**config.mk**
```make
export PLATFORM = sky130hd
export DESIGN_NAME = seg7_scan_driver
export DESIGN_NICKNAME = d
export VERILOG_FILES = /design/src/rtl/seg7_scan_driver.sv
export SDC_FILE = /design/constraint.sdc
export NUM_CORES = 1
export LEC_CHECK = 0
export BUFFER_PORTS_ARGS = -buffer_cell sky130_fd_sc_hd__buf_2
export CORE_MARGIN = 8
export CORE_UTILIZATION = 52
export DETAILED_ROUTE_END_ITERATION = 6
export PLACE_DENSITY = 0.79
export SLEW_MARGIN = 10
export SYNTH_ARGS = -nofsm -noshare
export SYNTH_HDL_FRONTEND = slang
export SYNTH_SLANG_ARGS = --single-unit
```
**constraint.sdc**
```tcl
create_clock -name clk -period 2.5 [get_ports clk]
set_input_delay 0 -clock clk [delete_from_list [all_inputs] [get_ports clk]]
set_output_delay 0 -clock clk [all_outputs]
set_load 0.01 [all_outputs]
```
**src/rtl/seg7_scan_driver.sv**
```systemverilog
// rtl/seg7_scan_driver.sv - time-multiplexed N-digit common-anode 7-segment scan driver
// Loaded data is held pending and only committed on a frame boundary so a frame never tears.
module seg7_scan_driver #(
    parameter int NUM_DIGITS  = 4,
    parameter int REFRESH_DIV = 50000,
    parameter int DIV_W       = 16
) (
    input  logic                    clk,
    input  logic                    rst,
    input  logic                    load,
    input  logic [4*NUM_DIGITS-1:0] value,
    input  logic [NUM_DIGITS-1:0]   digit_en,
    input  logic                    lz_blank,
    output logic [NUM_DIGITS-1:0]   an,
    output logic [6:0]              seg7,
    output logic                    pending,
    output logic                    frame_tick
);

    localparam int IDX_W = (NUM_DIGITS > 1) ? $clog2(NUM_DIGITS) : 1;
    localparam logic [DIV_W-1:0] CNT_LAST = DIV_W'(REFRESH_DIV - 1);
    localparam logic [IDX_W-1:0] IDX_LAST = IDX_W'(NUM_DIGITS - 1);

    logic [DIV_W-1:0]        cnt_q, cnt_d;
    logic [IDX_W-1:0]        idx_q, idx_d;
    logic [4*NUM_DIGITS-1:0] pend_value_q, pend_value_d;
    logic [NUM_DIGITS-1:0]   pend_en_q, pend_en_d;
    logic                    pend_lz_q, pend_lz_d;
    logic                    pending_q, pending_d;
    logic [4*NUM_DIGITS-1:0] com_value_q, com_value_d;
    logic [NUM_DIGITS-1:0]   com_en_q, com_en_d;
    logic                    com_lz_q, com_lz_d;
    logic [NUM_DIGITS-1:0]   an_q, an_d;
    logic [6:0]              seg7_q, seg7_d;
    logic                    frame_tick_q, frame_tick_d;

    logic                    last_slot;
    logic                    boundary;
    logic                    commit;
    logic [NUM_DIGITS-1:0]   upper_zero;
    logic                    all_zero;
    logic [3:0]              cur_nib;
    logic                    cur_dark;

    function automatic logic [6:0] decode(input logic [3:0] nib);
        logic [6:0] s;
        case (nib)
            4'h0:    s = 7'b1000000;
            4'h1:    s = 7'b1111001;
            4'h2:    s = 7'b0100100;
            4'h3:    s = 7'b0110000;
            4'h4:    s = 7'b0011001;
            4'h5:    s = 7'b0010010;
            4'h6:    s = 7'b0000010;
            4'h7:    s = 7'b1111000;
            4'h8:    s = 7'b0000000;
            4'h9:    s = 7'b0010000;
            4'hA:    s = 7'b0001000;
            4'hB:    s = 7'b0000011;
            4'hC:    s = 7'b1000110;
            4'hD:    s = 7'b0100001;
            4'hE:    s = 7'b0000110;
            default: s = 7'b0001110;
        endcase
        return s;
    endfunction

    always_comb begin
        last_slot = (cnt_q == CNT_LAST);
        boundary  = last_slot && (idx_q == IDX_LAST);
        commit    = boundary && pending_q;

        cnt_d = last_slot ? '0 : cnt_q + DIV_W'(1);
        idx_d = idx_q;
        if (last_slot) begin
            idx_d = (idx_q == IDX_LAST) ? '0 : idx_q + IDX_W'(1);
        end

        pend_value_d = load ? value    : pend_value_q;
        pend_en_d    = load ? digit_en : pend_en_q;
        pend_lz_d    = load ? lz_blank : pend_lz_q;
        pending_d    = load ? 1'b1 : (commit ? 1'b0 : pending_q);

        com_value_d = commit ? pend_value_q : com_value_q;
        com_en_d    = commit ? pend_en_q    : com_en_q;
        com_lz_d    = commit ? pend_lz_q    : com_lz_q;

        frame_tick_d = boundary;
    end

    // upper_zero[i] = nibbles i..NUM_DIGITS-1 of the committed value are all zero
    always_comb begin
        upper_zero = '0;
        all_zero   = 1'b1;
        for (int i = NUM_DIGITS - 1; i >= 0; i--) begin
            all_zero      = all_zero && (com_value_q[4*i +: 4] == 4'h0);
            upper_zero[i] = all_zero;
        end
    end

    always_comb begin
        cur_nib  = 4'h0;
        cur_dark = 1'b1;
        for (int i = 0; i < NUM_DIGITS; i++) begin
            if (idx_q == IDX_W'(i)) begin
                cur_nib  = com_value_q[4*i +: 4];
                cur_dark = !com_en_q[i] || (com_lz_q && (i != 0) && upper_zero[i]);
            end
        end

        an_d   = '1;
        seg7_d = 7'b1111111;
        if (!cur_dark) begin
            seg7_d = decode(cur_nib);
            // the first cycle of each slot keeps all anodes off to avoid ghosting
            if (cnt_q != '0) begin
                for (int i = 0; i < NUM_DIGITS; i++) begin
                    if (idx_q == IDX_W'(i)) begin
                        an_d[i] = 1'b0;
                    end
                end
            end
        end
    end

    always_ff @(posedge clk) begin
        if (rst) begin
            cnt_q        <= '0;
            idx_q        <= '0;
            pend_value_q <= '0;
            pend_en_q    <= '0;
            pend_lz_q    <= 1'b0;
            pending_q    <= 1'b0;
            com_value_q  <= '0;
            com_en_q     <= '0;
            com_lz_q     <= 1'b0;
            an_q         <= '1;
            seg7_q       <= 7'b1111111;
            frame_tick_q <= 1'b0;
        end else begin
            cnt_q        <= cnt_d;
            idx_q        <= idx_d;
            pend_value_q <= pend_value_d;
            pend_en_q    <= pend_en_d;
            pend_lz_q    <= pend_lz_d;
            pending_q    <= pending_d;
            com_value_q  <= com_value_d;
            com_en_q     <= com_en_d;
            com_lz_q     <= com_lz_d;
            an_q         <= an_d;
            seg7_q       <= seg7_d;
            frame_tick_q <= frame_tick_d;
        end
    end

    assign an         = an_q;
    assign seg7       = seg7_q;
    assign pending    = pending_q;
    assign frame_tick = frame_tick_q;

endmodule

```
* After elaboration in Yosys (flattened, before gate mapping)
Memories as Yosys holds them, arrays and structs flattened. A register that Yosys moved wholly into a read port is not among the register bits.
Cells that the tools add are included.
** Operators by class
- Add/subtract/negate cells :: 2
- Equality and inequality tests :: 4
- Mux-type cells :: 15
- Bitwise gates (word level) :: 1
- Reductions and logical operators :: 23
** Operator list (count)
- adder 16 x 1 -> 16 bit (second input constant) :: 1
- equality test 16 bit (second input constant) :: 1
- two-way mux 4 bit :: 4
- nonzero test 16 bit :: 1
- logical NOT 4 bit :: 3
- two-way mux 1 bit :: 10
- logical AND 1 bit :: 7
- equality test 2 bit (second input constant) :: 2
- logical NOT 1 bit :: 4
- OR reduction 2 bit :: 2
- logical OR 1 bit :: 3
- OR reduction 3 bit :: 1
- adder 2 x 1 -> 2 bit (second input constant) :: 1
- equality test 2 x 1 -> 1 bit (second input constant) :: 1
- logical NOT 2 bit :: 1
- two-way mux 2 bit :: 1
- nonzero test 2 bit :: 1
- inverter 1 bit :: 1
** Word-level totals
- Register bits :: 66
- ROM bits :: 112
- Output and inout bits :: 13
- Word-level logic and storage cells :: 57
- Memories :: 1
** Memories
- (no name shown) :: words 16, bits a word 7, read ports 1, clocked after Yosys merged registers in 1, write ports 0, line 47 : case (nib)

* Depth between registers and ports, before layout
Gate-level depths: netlist of the first run.
- Depth after elaboration :: 9
- Gate-level depth with buffers :: 11
- Depth with buffers taken out :: 10

* Worst setup path before layout of the first run
OpenSTA, ideal clock, no wires.
- Kind :: reg-to-reg
- Start point :: reg idx_q[1]
- End point :: reg seg7_q[3] (netlist: seg7[3])
- Setup time :: 129 ps
- Arrival time :: 2325 ps
- Required time :: 2371 ps
- Setup slack :: 46 ps
- Stages on the path, launching flop included :: 11
- Period minus slack after synthesis :: 2454 ps
- Cell sequence :: dfxtp_1 inv_1 ha_1 clkbuf_1 nand3b_1 a221oi_1 inv_1 ha_1 mux2_2 mux2i_1 nand2_1
** Between the ends
- Word-level cells in the longest chain between the ends :: 6
- Elaborated cells on any way between the ends :: 13
- Classes of those cells :: eq/ne: 3; mux: 8; reduce/logical: 2
** Ends and longest elaborated chain
- start, declared :: line 25 : logic [IDX_W-1:0] idx_q, idx_d;
- start signal, assigned :: line 142 : idx_q <= idx_d;
- logical NOT 2 bit :: line 105 : if (idx_q == IDX_W'(i)) begin
- two-way mux 1 bit (4 in a row) :: line 105
- OR reduction 2 bit (no line)
- end, declared :: line 34 : logic [6:0] seg7_q, seg7_d;
Parallel ways exist; a longest one is shown, timed or not.
A chain may end at the register's enable or synchronous reset.

* Worst setup path after layout of the first run
- Start point :: reg idx_q[0]
- End point :: reg seg7_q[3] (netlist: seg7[3])
Same word-level chain as after synthesis.

==> results of run 1 <==
-- worst min-delay path by stage --
| stage | from | to | slack [ns] | cells after the start |
|---|---|---|---|---|
| after floorplan | digit_en[0] | pend_en_q[0] | 0.15 | 2 |
| after global placement | value[3] | pend_value_q[3] | 0.23 | 3 |
| after detailed placement | value[1] | pend_value_q[1] | 0.24 | 3 |
| after CTS | rst | com_value_q[13] | 0.08 | 2 |
| after global routing | rst | pend_value_q[12] | 0.1 | 2 |
| final | rst | com_value_q[13] | 0.08 | 2 |
-- sequential cells by signal, summed over array words and instances, names as in the netlist --
| name | count |
|---|---|
| idx_q | 2 |
| com_en_q | 4 |
| com_lz_q | 1 |
| pend_value_q | 16 |
| pend_en_q | 4 |
| pend_lz_q | 1 |
| com_value_q | 16 |
| pending | 1 |
| seg7 | 7 |
| cnt_q | 16 |
| frame_tick | 1 |
| an | 4 |
-- timing repair --
item / in CTS / in global routing
setup buffers: 0 / 1
endpoints found under the setup margin: 0 / 1
hold buffers: 21 / 0
endpoints found under the hold margin: 21 / 0
-- cell families after synthesis --
group,share of synthesized area [%]
multiplexers,14.7
AO/OA/AOI/OAI,5.69
adder cells (fa/ha/maj),4.67
AND/OR/NAND/NOR,20.7
XOR/XNOR,3.54
buffers and inverters,5.26
flip-flops,45.5
-- metrics by stage --
stage          utilization [%]  cell area, um^2
2_1_floorplan                -             3210
3_3_place_gp              57.7             3440
3_5_place_dp              57.7             3440
4_1_cts                   64.4             3840
5_1_grt                   64.6             3840
6_report                  64.6             3840
-- per-layer routing --
layer	global-route usage, %	part of all wire [%]	wire length (um)	vias up
met2	27.0	50	3320	55
met1	17.5	43	2900	1197
li1	-	-	-	1264
met5	0	0	0	-
met3	6.67	5.8	387	8
met4	6.24	1.1	74	0
-- synthesized netlist by cell type (all sizes together) (2+ instances only) --
library cell / instances / share of area, %
a211o: 2 / 0.55
a211oi: 2 / 0.47
a21oi: 4 / 0.62
a22oi: 2 / 0.47
and3b: 3 / 0.82
buf: 9 / 2.2
clkbuf: 7 / 1.1
dfxtp: 73 / 45
ha: 12 / 4.7
inv: 14 / 1.6
mux2i: 46 / 14
nand2: 15 / 1.8
nand2b: 2 / 0.47
nand3: 16 / 2.5
nand3b: 3 / 0.70
nand4: 4 / 1.2
nor2: 66 / 7.7
nor2b: 3 / 0.58
nor3: 5 / 0.78
nor3b: 2 / 0.47
nor4: 5 / 1.4
o211ai: 3 / 0.70
o21ai: 3 / 0.47
o221ai: 2 / 0.55
or3: 2 / 0.39
or3b: 2 / 0.55
xnor2: 5 / 1.4
xor2: 8 / 2.2
-- area by class of cell --
cell class | instances | area (um^2)
clock inverter | 3 | 40.0
timing repair buffer | 67 | 465
fill | 485 | 2110
multi-input combinational | 230 | 1580
inverter | 14 | 52.6
sequential | 73 | 1460
tap | 75 | 93.8
clock buffer | 13 | 149
-- power by group through the flow --
stage	clock, mW	sequential (mW)	combinational, mW
final	0.891	1.21	0.121
after CTS	0.913	1.20	0.121
after global routing	0.965	1.21	0.136
after floorplan	0	1.23	0.0686
after detailed placement	0	1.23	0.0962
after global placement	0	1.23	0.0920
==> out/summary.md, run 1 <==
The flow ran to the end, and the final reports show no timing, DRC or antenna violations. Final hold violation count: 0. Post-synthesis net count: 370. In this run the mean area of a mapped cell was 9.62 um^2. Number of clock sinks seen by CTS: 73. Setup slack on the worst reg-to-reg path comes out at 0.18 ns. The number of I/O port buffers was 36; the pin count of the biggest net entering global routing was 27. The height of the die came out at 94.6 um. The library cells used most frequently in the layout, excluding fill and tap cells, are dfxtp_1 (73), nor2_1 (66), mux2i_1 (46). The critical path goes through inv_1 > ha_1 > nor3b_1 > a221oi_1 > inv_1 > ha_1 > mux2_2 > mux2i_1 > nand2_1.

STA puts the critical path data required time at 2.72 ns. The repair_antennas step left the layout with diodes totalling 0. Of the total power, registers draw 54.3%. The clock network burns 40.2% of the power.

Adding up every negative setup slack in the final design gives 0 ns. Power comes to 2.22 mW. Summing the sequential cell areas from Yosys gives 45.5% of the chip area.

The net switching power of the design is 0.478 mW. Net switching is 21.6% of the power. For the final database, setup skew stands at 0.00585 ns. For the finished layout, the period the worst path requires is 2.32 ns. Measured against its own limit, the worst slew margin works out to 54.7%.

The highest attainable clock frequency was 431 MHz. The tools report the number of CTS-inserted buffers as 9. The share of layout cells above drive strength 1 is 16.3%. The effective utilization at floorplan is 53.9%. The first-pass iteration count of the detailed router is 4. The total DRC errors in the routed layout was 0. Data on the critical path arrives at its endpoint at 2.55 ns.

The tools report the number of slew-limit violations in the final report as 0. Clock latency on the worst-skew pair, taken at its later pin, is 0.35 ns. The share of flip-flops with an asynchronous set or reset is 0%. Setup slack on the critical path of the routed design comes to 0.178 ns. The run gives 1.76 nW as the leakage component of the power.

Number of global-route vias before repair: 2546. Routability-driven placement finished with a final weighted congestion of 0.859. The worst-case IR drop observed on VDD is 423 uV. The number of placed instances, taps included, is 437. The logic depth of the worst setup path including buffers was 9.

The via count of the routed design is 2524. In this run the power density over the cells is 577 nW/um^2. The clock-pin slew on the worst setup and hold paths works out to 0.07 ns.

The tightest min-delay check is of the input pin to flip-flop type. The initial antenna violation count is 0. The run gives 51 as the number of different library cells in the post-synthesis netlist. Yosys mapped a number of flops with a built-in enable equal to 0. The root buffer cell was clkbuf_8. The internal power of the cells totals 1.74 mW.

The worst setup path is captured at a flip-flop. The run gives 5.5% as the combinational share of power. In this run the critical register-to-register path is launched from idx_q[0]. The launch point of the worst path is idx_q[0].

The area of the mapped netlist came out at 3210 um^2. The startpoint type of the worst setup path is a flip-flop. For this run, the leading register cell type out of synthesis is dfxtp_1.

Excluding fillers, the count of instances in the completed layout stands at 475. The first global-routing pass estimated 11400 um of wire. In the synthesized netlist, the number of instances is 334.

The most critical setup path has its endpoint at seg7[3]. The run gives 0 as the count of maximum capacitance violations. The slowest stage of the critical path belongs to the cell dfxtp_1. The worst setup path is of the flip-flop to flip-flop kind. Final hold analysis gives a worst-case slack of 0.0828 ns. The H-tree depth reported by CTS was 3.

Synthesis inferred 73 register bits. Of all nets on the critical path, the largest fanout is 12. During I/O placement, the number of pins put on the boundary was 37. Summed over all layers, the routed wires come to 6670 um.

The kind of cell with the highest combined delay along the critical path is adder cells. The critical path contains buffers and inverters numbering 2 combined. The area added between synthesis and finish is 19.7%, and the horizontal die dimension is 94.6 um.

The residual antenna-violating net count after detailed routing was 0. For the post-CTS resize count, the log shows 0. Setup repair after global routing left no endpoint under its margin.

The worst flop-to-flop path endpoint is seg7[3]. The depth of the most critical reg-to-reg path is 9. The run gives 0.195 ns as the worst setup slack before clock tree synthesis. The logs give 2 for the worst-case clock buffer depth and 28 for the row count. The core region is 5960 um^2. The library cell used most frequently in the layout, excluding fill and tap cells, is dfxtp_1. The die outline area was 8950 um^2. TritonCTS built the clock tree.

Vias per cell: 5.31. Setup violations remaining at the end of the flow were counted as 0. Global routing finished with a remaining overflow of 0. The first routing iteration left 188 violations. The wire-length estimate of the detail-placed layout is 4730 um. After detailed routing, the average wire length per cell comes to 14.0 um.

The aggregate global-route resource usage is 16.0%, and the share of the clock period used by the worst path after layout is 92.9%. The longest individual stage delay on the worst path was 0.38 ns; the slew of the pin with the lowest slew margin was 0.680 ns. For this run, the number of Yosys warnings is 0. The final net count was 431.
Note: power is estimated with default switching activity, not from simulation.
==> run 2, diff against run 1 <==
- RECOVER_POWER: unset -> 25
- REMOVE_ABC_BUFFERS: unset -> 1
==> run 2 against run 1 <==
Net effect: the flow now finishes with violations (capacitance limit, slew limit); setup slack got worse by 0.0036 ns; sequential share of layout area rose by 0.087 points; final cell count fell by 0.63%; global-route usage fell by 0.45 points; fmax down 0.16%; cell area decreased by 0.23%; register-to-register slack about the same; routed wire length decreased by 3.0%; clock-buffer cell count unchanged; critical path depth down 2; sequential power about the same; hold slack improved by 0.15 ns; critical path type unchanged; largest power group unchanged.
==> out/summary.md, run 2 (synthesis gave the netlist of run 1 again) <==
The flow ran to the end, but the final reports show violations. The final reports fail on capacitance limit, slew limit. The number of placed instances, taps included, is 435. The slew of the pin with the lowest slew margin works out to 1.57 ns.

The final layout contains 428 nets. In this run, post-CTS hold repair placed 21 buffers. The startpoint type of the worst setup path was a flip-flop. The gate family responsible for the most delay along the worst path was compound AO/OA/AOI/OAI gates.

The top cell types in the final layout, fill and taps aside, are dfxtp_1 (73), nor2_1 (66), mux2i_1 (46). The overall power was 2.29 mW; the count of maximum capacitance violations was 1. The remaining max-slew budget at the tightest pin came out at -4.43%. For this run, global-route usage on met2 was measured as 24.1%. The worst-case clock buffer depth was 2.

The leakage component of the power was 1.74 nW; the clock-pin slew on the worst setup and hold paths was 0.07 ns. The detail route stage leaves a number of antenna-violating nets equal to 0. The tools report the setup skew after layout as 0.00599 ns.

After detailed routing, the number of vias per cell comes to 5.23. 0 antenna diodes ended up in the layout. TritonCTS built the clock tree. The logs give 2456 for the number of global-route vias before repair and 28 for the row count. The congestion estimate from routability-driven global placement came to 0.834. Once layout is complete, the cells apart from fillers number 472. The logs give 6470 um for the total wirelength of the detailed-routed design and 53.9% for the effective utilization at floorplan. The tools report the pin count of the biggest net entering global routing as 49.

Based on the critical path, the design can be clocked at up to 430 MHz. Setup repair after global routing left no endpoint under its margin. In this run the power density over the cells is 597 nW/um^2. The most used routing layer in global routing is met2. On the critical path, the stage with the largest delay is an instance of o221ai_1. The logs give 5960 um^2 for the core outline area and 0 ns for the final-layout setup total negative slack. The most frequent standard cell in the layout excluding fill and tap cells is dfxtp_1. Detailed routing inserted a total of 2467 vias. The number of slew-limit violations in the final report was 23; the area added between synthesis and finish was 19.4%. The worst path uses 93.0% of the clock period.

For the first-iteration detailed-routing DRC count, the log shows 156. The height of the die works out to 94.6 um. Across every metal layer, demand over resource in global routing totals 15.5%. The met3 track demand over resource in global routing is 4.44%. The number of I/O port buffers was 36.

The tree is rooted in a clkbuf_8. The worst-case IR drop observed on VDD is 356 uV. The floorplan step set the die width to 94.6 um. In this run the post-CTS setup repair buffer count came out at 0.

Global routing used 19.3% of the available met1 tracks. The worst hold path belongs to the class input pin to flip-flop. The die outline area was 8950 um^2; the share of layout cells above drive strength 1 was 15.1%. The final routed wire length divided by cell count was 13.7 um. After legalization and detailed placement, the total HPWL measured 4440 um.

Later-pin clock latency in the skew report: 0.34 ns. The total overflow left after global routing is 0. The number of buffers and inverters on the critical path is 1. The H-tree was split into 3 levels. The first global-routing pass estimated 11100 um of wire. The critical setup path kind was flip-flop to flip-flop. The critical path goes through inv_1 > ha_1 > a211o_1 > o221ai_1 > mux2_2 > mux2i_1 > nand2_1. The largest fanout of any net on the critical path is 12. Post-CTS repair changed the size of 0 cells. Type of element capturing the critical path: a flip-flop. The largest single stage delay on the critical path is 0.48 ns. For the data arrival time of the critical path, the log shows 2.53 ns. The number of clock sinks seen by CTS is 73, and the total DRC errors in the routed layout is 0. TritonCTS created 9 clock buffers.

STA puts the critical path data required time at 2.71 ns. The setup-violating endpoint count in the final report is 0, and the final hold violation count is 0. The initial antenna violation count is 0, and the final critical delay including setup and external delays is 2.33 ns.

In the final layout, the registers with the most flip-flops are cnt_q (16), com_value_q (16), pend_value_q (16). 37 I/O pins were placed. The first-pass iteration count of the detailed router was 4.
## run 2: cell count changes in the layout (fill, tap and decap cells not counted)
cell / previous run / this run
clkbuf_1: 3 / 5
buf_4: 10 / 7
clkinv_2: 2 / 1
clkbuf_8: 10 / 9
buf_2: 36 / 35
bufinv_16: 1 / 2
## run 2: per-layer routing
| layer | vias to the layer above | part of all wire [%] |
|---|---|---|
| met5 | - | 0 |
| met4 | 0 | 1.9 |
| met3 | 12 | 4.9 |
| met2 | 45 | 44 |
| met1 | 1140 | 49 |
| li1 | 1270 | - |
## run 2: metrics by stage
step           area (um^2)  hold slack (ns)  setup slack, ns  util [%]
6_report              3840            0.233            0.175      64.4
5_1_grt               3840            0.241           0.0106      64.4
3_3_place_gp          3420            0.233            0.264      57.5
2_1_floorplan         3100           0.0691           0.0746         -
4_1_cts               3840            0.222            0.179      64.4
3_5_place_dp          3420            0.242            0.197      57.5
## run 2: area by class of cell
cell class / instances / area (um^2)
clock inverter: 3 / 65.1
timing repair buffer: 64 / 442
multi-input combinational: 230 / 1580
fill: 484 / 2120
inverter: 14 / 52.6
clock buffer: 13 / 139
tap: 75 / 93.8
sequential: 73 / 1460
## run 2: tightest hold or removal path: cells and delay by family
kind                   cells  cell delay (ns)
AND/OR/NAND/NOR            1             0.14
buffers and inverters      2             0.40
## run 2: worst paths after layout
check	startpoint	slack [ns]	endpoint	cells past startpoint
max	idx_q[0]	0.17	seg7[3]	7
max reg2reg	idx_q[0]	0.17	seg7[3]	7
min	rst	0.23	com_value_q[12]	3
min reg2reg	pend_en_q[3]	0.49	com_en_q[3]	2
## run 2: report_power, final
group,switching (mW),total (mW),internal (mW)
logic,0.0543,0.121,0.0665
registers,0.0177,1.21,1.19
clock network,0.401,0.964,0.562
total,0.473,2.29,1.82
==> run 3, diff against run 2 <==
- MAX_ROUTING_LAYER: unset -> met4
==> run 3 against run 2 <==
Net effect: clock power grew 26%; fmax grew 0.11%; via count shrank 0.28%; routed wire length grew 2.1%; utilization grew 1.7 points; setup slack gained 0.0026 ns; sequential power is essentially flat; sequential cell count is the same; the run still ends with capacitance limit, slew limit left.
==> out/summary.md, run 3 (synthesis gave the netlist of run 1 again) <==
The tree is rooted in a clkbuf_8. The floorplan has 28 rows. The met3 track demand over resource in global routing came out at 3.17%. Global routing consumed, on the met1 layer, 20.1% of the routing resources.

For this run, the post-layout net count is 430. The share of total power dissipated in sequential elements is 47.5%. The routed design could run at a clock period as short as 2.32 ns. For the final database, setup skew stands at 0.00949 ns. The count of maximum capacitance violations is 1. TritonCTS built the clock tree.

Setup-violating endpoint count in the final report: 0. In this run the worst path has a maximum fanout of 13. The H-tree depth reported by CTS was 3. Gate family responsible for the most delay along the worst path: adder cells. The pin count of the biggest net entering global routing came out at 49. The path class of the tightest hold or removal check is input pin to flip-flop. The die is 94.6 um wide.

The combinational share of power was 4.8%; the via count of the routed design was 2460. For the internal power consumption, the log shows 2.02 mW. The count of cells along the worst hold path was 3.

The logic depth of the worst setup path including buffers was 8. The tools report the number of slew-limit violations in the final report as 23. Counting the fill cells in the layout gives 482. Net switching power of the design: 0.521 mW. The critical setup path kind is flip-flop to flip-flop. The first-pass iteration count of the detailed router is 4. Setup repair after global routing left no endpoint under its margin. In this run the vertical extent of the chip is 94.6 um.

Data on the critical path arrives at its endpoint at 2.54 ns. After detailed routing, the number of remaining DRC violations is 0. Detailed placement ended at an HPWL of 4410 um. The first-iteration detailed-routing DRC count was 159. The flow ran to the end, but the final reports show violations. For the final weighted congestion in routability-driven placement, the log shows 0.859. The run gives 0 as the initial antenna violation count.

In the layout the commonest cells are dfxtp_1 (73), nor2_1 (66), mux2i_1 (46). Summed over all cells, the static leakage comes to 1.77 nW. The depth of the most critical reg-to-reg path is 8.

The logs give 1460 um^2 for the area taken by flip-flops and latches and 73 for the number of clock sinks seen by CTS. For met2 alone, demand over resource in global routing was 24.8%. Number of CTS-inserted buffers: 9. For the worst-case clock buffer depth, the log shows 2.

The total wirelength of the detailed-routed design is 6610 um. For the effective utilization at floorplan, the log shows 53.9%. In the final layout, the registers with the most flip-flops are cnt_q (16), com_value_q (16), pend_value_q (16). The top-level I/O count is 37, and the diode insertion count for antenna repair is 0. STA classifies the critical path endpoint as a flip-flop.

The most used cell along the critical path was ha_1. For the worst setup path, the data required time is 2.72 ns. met2 is the most crowded layer. Global routing used 16.4% of the available tracks. The number of buffers and inverters on the critical path works out to 2.

For this run, the top clock speed supported by timing is 431 MHz. The power density relative to cell area is 645 nW/um^2, and the residual antenna-violating net count after detailed routing is 0. Worst-path cell with the longest stage delay: ha_1.

Adding up every negative setup slack in the final design gives 0 ns. The die outline area is 8950 um^2. The share of the clock period used by the worst path after layout was 92.9%. Number of global-route vias before repair: 2398. For the final hold violation count, the log shows 0.

Total grt overflow: 0. The number of I/O port buffers came out at 36. In the routed layout, each cell is associated on average with a via count of 5.19. In this run switching power makes up 20.5% of total power. The most frequent standard cell in the layout excluding fill and tap cells is dfxtp_1. The core outline area is 5960 um^2, and the remaining max-slew budget at the tightest pin is -2.76%.

IR analysis of the VDD net gives a maximum drop of 429 uV. The signal on the critical path passes through ha_1 > buf_4 > a221o_1 > inv_1 > ha_1 > mux2_2 > mux2i_1 > nand2_1. Clock latency on the worst-skew pair, taken at its later pin, is 0.35 ns. The first global-routing pass estimated 11300 um of wire. STA classifies the critical path startpoint as a flip-flop.

After detailed placement, the design holds a cell count of 435. The area added between synthesis and finish was 22.5%. The final standard cell count with taps included and fillers excluded is 474. The area of the multi-input gates was 1610 um^2; the final routed wire length divided by cell count was 13.9 um. At the pin with the least slew margin, the transition time is 1.54 ns. Of the total power, the clock network draws 47.8%. The longest individual stage delay on the worst path is 0.45 ns.

The share of layout cells above drive strength 1 is 17.8%. The checks that failed: capacitance limit, slew limit. After clock tree synthesis, the clock-pin slew on the worst setup and hold paths is 0.08 ns.
-- run 3: cell types whose count changed in the layout (fill, tap and decap cells not counted), sizes merged --
cell	delta
clkbuf	-4
clkinv	-1
clkinvlp	+3
bufinv	+2
buf	+2
-- run 3: power groups by stage --
stage | sequential (mW) | combinational, mW | clock [mW]
2_1_floorplan | 1.23 | 0.0476 | 0
3_3_place_gp | 1.23 | 0.0914 | 0
3_5_place_dp | 1.23 | 0.0946 | 0
4_1_cts | 1.20 | 0.119 | 1.23
5_1_grt | 1.21 | 0.135 | 1.28
6_report | 1.20 | 0.121 | 1.21
-- run 3: what timing repair did --
action / 4_1_cts / 5_1_grt
hold endpoints to repair: 21 / 0
endpoints found under the setup margin: 0 / 6
resized for setup: 0 / 5
buffers inserted: 0 / 2
hold buffers: 21 / 0
-- run 3: path summary, 6_finish.rpt --
kind	from	to	slack [ns]
max	idx_q[1]	seg7[3]	0.18
min	rst	pend_en_q[3]	0.22
max reg2reg	idx_q[1]	seg7[3]	0.18
min reg2reg	pend_value_q[0]	com_value_q[0]	0.49
-- run 3: cell type report --
class	instances	area share (%)
clock buffer	9	3.15
sequential	73	37.1
clock inverter	7	3.62
tap	75	2.38
timing repair buffer	66	11.6
inverter	14	1.34
multi-input combinational	230	40.8
-- run 3: worst register-to-register path: stages (launching register included) --
cell	delay (ns)
dfxtp_1	0.40
ha_1	0.45
buf_4	0.23
a221o_1	0.25
inv_1	0.13
ha_1	0.26
mux2_2	0.29
mux2i_1	0.13
nand2_1	0.07
-- run 3: metrics by stage --
step | setup WS [ns] | cell area (um^2) | hold WS, ns | util [%] | power [mW]
3_3_place_gp | 0.204 | 3420 | 0.232 | 57.5 | 1.32
2_1_floorplan | 0.0746 | 3100 | 0.0691 | - | 1.27
6_report | 0.177 | 3940 | 0.216 | 66.1 | 2.54
4_1_cts | 0.0676 | 3900 | 0.215 | 65.5 | 2.56
5_1_grt | 0.0319 | 3940 | 0.237 | 66.1 | 2.62
3_5_place_dp | 0.102 | 3420 | 0.241 | 57.5 | 1.33
-- run 3: metal layers --
metal / up-vias / wire length, um / part of all wire, %
met5: - / 0 / 0
met4: 0 / 148 / 2.2
met3: 10 / 249 / 3.8
met2: 54 / 2990 / 45
met1: 1132 / 3230 / 49
li1: 1264 / - / -
